--- src/rtl/jesd_pkg.sv ---
// Shared JESD204B TX definitions: sync-controller states, link-mux selects, default widths.
package jesd_pkg;

  localparam int SYNC_STAGES_DEF = 2;
  localparam int ERR_CNT_W_DEF   = 8;
  localparam int LOW_CNT_W       = 5;

  typedef enum logic [3:0] {
    ST_IDLE      = 4'b0001,
    ST_MEAS      = 4'b0010,
    ST_REINIT    = 4'b0100,
    ST_WAIT_LMFC = 4'b1000
  } sync_state_e;

  typedef enum logic [1:0] {
    MUX_DATA = 2'd0,
    MUX_K    = 2'd1,
    MUX_ILA  = 2'd2
  } link_mux_sel_e;

  // A programmed threshold of zero would never match a post-increment count.
  function automatic logic [LOW_CNT_W-1:0] reinit_thr(input logic [LOW_CNT_W-1:0] frames);
    return (frames == '0) ? {{(LOW_CNT_W-1){1'b0}}, 1'b1} : frames;
  endfunction

endpackage

--- src/rtl/sync_bit.sv ---
// N-flop synchroniser for a single asynchronous bit; resets to 0, latency N clk.
module sync_bit #(
  parameter int N = 2
) (
  input  logic clk,
  input  logic rst_n,
  input  logic d,
  output logic q
);

  logic [N-1:0] sync_q;
  logic [N-1:0] sync_d;

  always_comb begin
    sync_d = {sync_q[N-2:0], d};
  end

  always_ff @(posedge clk or negedge rst_n) begin
    if (!rst_n) begin
      sync_q <= '0;
    end else begin
      sync_q <= sync_d;
    end
  end

  assign q = sync_q[N-1];

endmodule

--- src/rtl/jesd_sync_ctrl.sv ---
// JESD204B TX SYNC~ controller: classifies SYNC~ low periods as glitch / error report / re-init
// and releases the re-init request on an LMFC boundary. Pin-to-state latency SYNC_STAGES+1 clk.
module jesd_sync_ctrl
  import jesd_pkg::*;
#(
  parameter int SYNC_STAGES = SYNC_STAGES_DEF,
  parameter int ERR_CNT_W   = ERR_CNT_W_DEF
) (
  input  logic                 clk,
  input  logic                 rst_n,
  input  logic                 frame_clk,
  input  logic                 lmfc_clk,
  input  logic                 i_sync_n,
  input  logic                 i_err_reporting,
  input  logic [4:0]           i_reinit_frames,
  input  logic                 i_err_cnt_clr,
  output logic                 o_sync_request_tx,
  output logic                 o_err_report,
  output logic [ERR_CNT_W-1:0] o_err_cnt,
  output logic [4:0]           o_low_frames
);

  logic sync_s;

  sync_bit #(
    .N(SYNC_STAGES)
  ) u_sync_bit (
    .clk  (clk),
    .rst_n(rst_n),
    .d    (i_sync_n),
    .q    (sync_s)
  );

  sync_state_e          state_q, state_d;
  logic [4:0]           low_cnt_q, low_cnt_d;
  logic [ERR_CNT_W-1:0] err_cnt_q, err_cnt_d;
  logic                 req_q, req_d;
  logic                 rep_q, rep_d;
  logic                 err_ev;
  logic [4:0]           thr;

  assign thr = reinit_thr(i_reinit_frames);

  always_comb begin
    state_d   = state_q;
    low_cnt_d = low_cnt_q;
    err_ev    = 1'b0;

    case (state_q)
      ST_IDLE: begin
        if (!sync_s) begin
          if (i_err_reporting) begin
            state_d   = ST_MEAS;
            low_cnt_d = '0;
          end else begin
            state_d = ST_REINIT;
          end
        end
      end
      ST_MEAS: begin
        // A rising SYNC~ wins over a same-cycle frame boundary.
        if (sync_s) begin
          state_d = ST_IDLE;
          err_ev  = (low_cnt_q != '0);
        end else if (frame_clk) begin
          if (low_cnt_q != 5'd31) begin
            low_cnt_d = low_cnt_q + 5'd1;
          end
          // >= so a threshold lowered mid-measurement still fires on the next frame.
          if (low_cnt_d >= thr) begin
            state_d = ST_REINIT;
          end
        end
      end
      ST_REINIT: begin
        if (sync_s) begin
          state_d = ST_WAIT_LMFC;
        end
      end
      ST_WAIT_LMFC: begin
        if (!sync_s) begin
          state_d = ST_REINIT;
        end else if (lmfc_clk) begin
          state_d = ST_IDLE;
        end
      end
      default: state_d = ST_REINIT;
    endcase

    if (i_err_cnt_clr) begin
      err_cnt_d = '0;
    end else if (err_ev && (err_cnt_q != '1)) begin
      err_cnt_d = err_cnt_q + ERR_CNT_W'(1);
    end else begin
      err_cnt_d = err_cnt_q;
    end

    req_d = (state_d == ST_REINIT) || (state_d == ST_WAIT_LMFC);
    rep_d = err_ev;
  end

  always_ff @(posedge clk or negedge rst_n) begin
    if (!rst_n) begin
      state_q   <= ST_REINIT;
      low_cnt_q <= '0;
      err_cnt_q <= '0;
      req_q     <= 1'b1;
      rep_q     <= 1'b0;
    end else begin
      state_q   <= state_d;
      low_cnt_q <= low_cnt_d;
      err_cnt_q <= err_cnt_d;
      req_q     <= req_d;
      rep_q     <= rep_d;
    end
  end

  assign o_sync_request_tx = req_q;
  assign o_err_report      = rep_q;
  assign o_err_cnt         = err_cnt_q;
  assign o_low_frames      = low_cnt_q;

endmodule

--- config.mk ---
export PLATFORM = sky130hd
export DESIGN_NAME = jesd_sync_ctrl
export DESIGN_NICKNAME = d
export VERILOG_FILES = /design/src/rtl/jesd_pkg.sv /design/src/rtl/sync_bit.sv /design/src/rtl/jesd_sync_ctrl.sv
export SDC_FILE = /design/constraint.sdc
export NUM_CORES = 1
export LEC_CHECK = 0
export CAP_MARGIN = 10
export CORE_ASPECT_RATIO = 0.6
export CORE_UTILIZATION = 32
export CTS_CLUSTER_SIZE = 14
export DETAILED_ROUTE_END_ITERATION = 10
export PLACE_DENSITY = 0.52
export SLEW_MARGIN = 20
export SYNTH_ARGS = -nofsm -noshare
export SYNTH_HDL_FRONTEND = slang
export SYNTH_SLANG_ARGS = --single-unit
--- constraint.sdc ---
create_clock -name clk -period 2.8 [get_ports clk]
set_input_delay 0.56 -clock clk [delete_from_list [all_inputs] [get_ports clk]]
set_output_delay 0.56 -clock clk [all_outputs]
set_load 0.03 [all_outputs]
==> metrics.md, run 1 <==
| Metric | Value |
|---|---|
| Status | finished, final reports clean |
| RePlAce Congestion | 0.895 |
| Cell Rows | 17 |
| Final slew viol count | 0 |
| DR vias | 1133 |
| CP Data Required Time | 2.94 ns |
| Final setup viols | 0 |
| Initial Util | 0.347 |
| Core box area | 0.00381 mm² |
| Syn_nets | 160 |
| Share of layout cells above drive strength 1 | 0.0893 |
| ANT cells | 0 |
| Post-Synthesis Cell Area | 0.00132 mm² |
| CTS root buf | clkbuf_8 |
| Sw Ratio | 0.266 |
| Synth area leaders | dfrtp_1 36%, ha_1 7.6%, dfstp_2 4.0% |
| Largest net degree at the start of global routing | 22 |
| P_sw | 0.000175 W |
| Multi-input logic area | 726 µm² |
| Wire per inst | 13.8 µm |
| Clock-pin slew on the worst setup and hold paths | 0.07 ns |
| First-pass GRT wire length | 4770 µm |
| RSZ-0062 raised after global routing | false |
| Top-count cell post-synth | dfrtp_1 |
| Clk sinks | 21 |
| DRT iter0 DRCs | 62 |
| Clock tree buffer depth | 2 |
| DRT Pass-1 Iters | 6 |
| Number of synthesis warnings | 0 |
| Worst-path fanout max | 7 |
| HP Class | register to register |
| Antenna-violating nets left | 0 |
| DIE HEIGHT | 51.8 µm |
| Post-cts sizing count | 0 |
| Total leakage power | 0.695 nW |
| Register area share after synthesis | 0.400 |
| Post-synth top area share | 0.360 |
| Syn avg cell area | 9.44 µm² |
| Die width | 85.0 µm |
| Number of fillers in the final layout | 390 |
| Final #Nets | 189 |
| Antenna violations before repair | 0 |
| Data arrival, critical path | 2.49 ns |
| GRT Total Usage | 0.144 |
| Register area | 528 µm² |
| Internal | 0.000482 W |
| Fmax | 0.426 GHz |
| Clock insertion delay at the later pin of the skew report | 0.26 ns |
| Max_cap viols | 0 |
| Critical path class | register to register |
| Total gr overflow | 0 |
| Most frequent cells after synthesis | 19 x dfrtp_1, 14 x nand2_1, 9 x o21ai_0 |
| Setup TNS | 0 ns |
| Worst slew pin tran | 0.640 ns |
| Slew HR | 0.570 |
| Post-CTS setup buffer count | 0 |
| Total CTS buffers | 3 |
| Post-synth EDFFs | 0 |
| Die ar. | 0.00440 mm² |
| Clk pwr share | 0.299 |
| Worst setup EP type | register |
| Cell variety after synth | 43 |
| Post-synthesis cell count | 140 |
| Ys async rst share | 1.00 |
| Part of the cycle the worst path needs | 0.838 |
| Final-report hold violation count | 0 |
| # hold bufs at CTS | 0 |
| CP startpoint kind | register |
| Top FF cell, synth | dfrtp_1 |
| Power per cell area | 395 mW/mm² |
| Wirelength, routed | 2970 µm |
| Num ports | 27 |
| Area delta synth->final | 25.9% |
| Share of power burned in registers | 0.556 |
| CTS tree | built |
| Via/cell ratio | 5.27 |
| Comb pwr share | 0.145 |
| Port Buf Inserts | 26 |
| Crit path time final | 2.35 ns |
| Vias in the first global route | 964 |
| H-tree depth | 1 |
| VDD IR max | 219 µV |
| Remaining DRCs | 0 |
| Clock Skew | 0.00180 ns |
| Post-route core utilization | 0.437 |
| Yosys top cell by area | dfrtp_1 |
| Post-DP HPWL | 2250 µm |
| #FFs+latches synth | 21 |
-- power by group through the flow --
stage          Combinational [W]  Sequential, W  Clock [W]
2_1_floorplan           0.000107       0.000343          0
3_3_place_gp           0.0000963       0.000370          0
3_5_place_dp           0.0000968       0.000372          0
4_1_cts                0.0000971       0.000366   0.000205
5_1_grt                 0.000107       0.000371   0.000221
6_report               0.0000951       0.000365   0.000196
-- stage by stage --
stage / instances / total power (W) / setup slack, ns / hold WS, ns / area (µm²)
after global routing: 215 / 0.000699 / 0.292 / 0.370 / 1660
final: 215 / 0.000657 / 0.454 / 0.354 / 1660
after CTS: 215 / 0.000667 / 0.460 / 0.356 / 1660
after floorplan: 140 / 0.000450 / 0.480 / 0.264 / 1320
after detailed placement: 211 / 0.000469 / 0.480 / 0.339 / 1620
after global placement: 211 / 0.000466 / 0.480 / 0.338 / 1620
-- layer usage --
metal / vias up / GRT usage / part of all wire
met1: 535 / 0.219 / 0.53
met5: - / 0 / 0
met3: 2 / 0.0444 / 0.057
met4: 0 / 0.0169 / 0.0037
met2: 32 / 0.200 / 0.41
li1: 564 / - / -
-- critical path, stage by stage (launching register included) --
cell	delay, ns
dfrtp_1	0.46
ha_1	0.27
nand4_1	0.27
mux2_2	0.39
ha_1	0.27
nand2_1	0.04
o21ai_0	0.20
and4_1	0.24
o21ai_0	0.09
-- cells in the final DEF (no fill, tap or decap), types with 4 or more instances in the layout --
cell             instances
a21oi_1                  8
clkdlybuf4s50_1         26
dfrtp_1                 19
ha_1                     8
inv_1                    8
nand2_1                 14
nand2b_1                 4
nand3_1                  7
nor2_1                   8
nor2b_1                  4
o21ai_0                  9
or4_1                    4
-- cells by family after synthesis --
| group | count (synthesis) | share of synthesized area |
|---|---|---|
| adders and majority gates | 8 | 0.0758 |
| xor gates and xnor gates | 3 | 0.0199 |
| AOI/OAI and AO/OA | 35 | 0.171 |
| DFF | 21 | 0.400 |
| and+or+nand+nor | 58 | 0.259 |
| muxes | 3 | 0.0237 |
| buffers and inverters | 12 | 0.0511 |
-- path summary, 6_finish.rpt --
kind,start,endpoint,slack (ns),depth (start not counted)
min in group asynchronous,rst_n,o_err_cnt[2],0.64,2
worst max register to register,o_low_frames[0],state_q[1],0.45,8
worst min register to register,u_sync_bit.sync_q[0],u_sync_bit.sync_q[1],0.35,0
max in group asynchronous,rst_n,o_sync_request_tx,1.88,2
worst min-delay path,u_sync_bit.sync_q[0],u_sync_bit.sync_q[1],0.35,0
worst max-delay path,o_low_frames[0],state_q[1],0.45,8
-- sequential cells by signal, indices dropped and copies added (netlist names) --
signal	count
o_err_cnt	8
o_low_frames	5
state_q	4
u_sync_bit.sync_q	2
o_err_report	1
o_sync_request_tx	1
-- cell type report --
class                           count  share of cell area
Clock buffer                        4              0.0271
Inverter                            8              0.0181
Multi-Input combinational cell    107               0.436
Sequential cell                    21               0.318
Tap cell                           47              0.0354
Timing Repair Buffer               28               0.166
Note: power is estimated with default switching activity, not from simulation.
==> run 2, diff against run 1 <==
- clock period: 2.8 -> 2.2 ns (I/O delays scaled with it)
==> metrics.md, run 2 (synthesis gave the netlist of run 1 again) <==
| Metric | Value |
|---|---|
| Slew HR | 0.755 |
| Area delta synth->final | 31.3% |
| Worst reg-to-reg path cell count | 9 |
| Share of power burned in registers | 0.551 |
| Commonest non-fill, non-tap cell in the layout | clkdlybuf4s50_1 |
| Clock insertion delay at the later pin of the skew report | 0.26 ns |
| DRT Pass-1 Iters | 6 |
| Total CTS buffers | 3 |
| Buf/Inv on CP | 2 |
| Wire per inst | 13.8 µm |
| Hold path depth | 0 |
| Crit-path cells | buf_4, inv_1, ha_1, mux2_2, ha_1, a21oi_1, o21ai_1, and4_1, o21ba_2 |
| Comb pwr share | 0.147 |
| Clk sinks | 21 |
| CP Data Required Time | 2.41 ns |
| Share of layout cells above drive strength 1 | 0.160 |
| Worst setup EP type | register |
| CP startpoint kind | register |
| Via/cell ratio | 5.21 |
| Post-CTS setup buffer count | 0 |
| Max reg flops | 8 |
| Clock tree buffer depth | 2 |
| Post-DP HPWL | 2300 µm |
| Antenna-violating nets left | 0 |
| DP Worst Slack | -0.0107 ns |
| Final setup viols | 0 |
| Antenna violations before repair | 0 |
| CTS root buf | clkbuf_8 |
| Sw Ratio | 0.277 |
| First-pass GRT wire length | 5110 µm |
| Final-report hold violation count | 0 |
| DR vias | 1156 |
| Cell area after placement | 0.00168 mm² |
| Core box area | 0.00381 mm² |
| Most frequent cells in the layout | 26 x clkdlybuf4s50_1, 17 x dfrtp_1, 14 x nand2_1 |
| Total leakage power | 0.736 nW |
| Max_cap viols | 0 |
| Worst-path fanout max | 5 |
| DRT iter0 DRCs | 41 |
| Clock-pin slew on the worst setup and hold paths | 0.08 ns |
| Largest net degree at the start of global routing | 22 |
| Die ar. | 0.00440 mm² |
| RSZ-0062 raised after global routing | false |
| Crit path time final | 2.08 ns |
| Num ports | 27 |
| Initial Util | 0.347 |
| Worst slew pin tran | 0.364 ns |
| Slowest cell on the critical path | dfrtp_2 |
| Post-cts sizing count | 0 |
| Final #Nets | 196 |
| Cell Rows | 17 |
| # hold bufs at CTS | 0 |
| Status | finished, final reports clean |
| Data arrival, critical path | 2.29 ns |
| Post-route cell area | 0.00174 mm² |
| Final slew viol count | 0 |
| Vias in the first global route | 1048 |
| Remaining DRCs | 0 |
| Total gr overflow | 0 |
| Setup TNS | 0 ns |
| Power per cell area | 488 mW/mm² |
| Wirelength, routed | 3050 µm |
| HP Class | register to register |
| Crit-path max cell delay | 0.41 ns |
| Clock Skew | 0.00978 ns |
| Fmax | 0.480 GHz |
| ANT cells | 0 |
| Critical path class | register to register |
| DIE HEIGHT | 51.8 µm |
| RePlAce Congestion | 0.753 |
| Internal | 0.000612 W |
| Port Buf Inserts | 26 |
| P_sw | 0.000235 W |
| CP Depth | 9 |
| GRT Total Usage | 0.153 |
| Part of the cycle the worst path needs | 0.946 |
| Clk pwr share | 0.303 |
| PnR worst setup slack | 0.119 ns |
| CP delay by family, top | compound AO/OA/AOI/OAI gates |
| CP most frequent cell | ha_1 |
| CTS tree | built |
| H-tree depth | 1 |
| VDD IR max | 199 µV |
| Post-route core utilization | 0.456 |
| Die width | 85.0 µm |
[run 2: changes by cell type in the layout (fill, tap and decap cells not counted), sizes merged]
cell,before,now
clkinv,0,1
buf,2,9
clkbuf,4,3
[run 2: metal layers]
metal	GRT usage	vias to the layer above	wire, µm
met5	0	-	0
met4	0.0282	0	4
met3	0.0476	2	104
met2	0.223	18	1280
met1	0.221	557	1660
li1	-	579	-
[run 2: cell type report]
cell class	count	area (µm²)
clock inverters	1	5.00
fillers	364	2070
flip-flops and latches	21	531
inverters	8	30.0
clock buffers	3	41.3
well taps	47	58.8
repair buffers	35	328
multi-input cells	107	742
[run 2: through the flow]
stage / hold slack (ns) / cells / power [W]
after floorplan: 0.144 / 140 / 0.000573
after global placement: 0.342 / 218 / 0.000593
after detailed placement: 0.337 / 218 / 0.000595
after CTS: 0.358 / 222 / 0.000864
after global routing: 0.363 / 222 / 0.000903
final: 0.354 / 222 / 0.000847
[run 2: path summary, 6_finish.rpt]
path	slack, ns	to	from
setup / recovery	0.12	o_sync_request_tx	o_low_frames[0]
hold / removal	0.35	u_sync_bit.sync_q[1]	u_sync_bit.sync_q[0]
setup reg to reg	0.12	o_sync_request_tx	o_low_frames[0]
hold reg to reg	0.35	u_sync_bit.sync_q[1]	u_sync_bit.sync_q[0]
max in group asynchronous	1.40	state_q[2]	rst_n
min in group asynchronous	0.53	o_low_frames[3]	rst_n
[run 2: power groups by stage]
stage	registers (W)	logic (W)	clock network, W
detailed placement	0.000471	0.000124	0
global route	0.000472	0.000140	0.000292
finish	0.000466	0.000124	0.000256
CTS	0.000465	0.000125	0.000273
floorplan	0.000436	0.000137	0
global placement	0.000470	0.000123	0
[run 2: worst reg2reg max path: cells and delay by family, from the launching register on]
| family | cells | cell delay, ns |
|---|---|---|
| AOI/OAI and AO/OA | 3 | 0.45 |
| adders and majority gates | 2 | 0.42 |
| buffers and inverters | 2 | 0.24 |
| DFF | 1 | 0.41 |
| muxes | 1 | 0.29 |
| and+or+nand+nor | 1 | 0.22 |
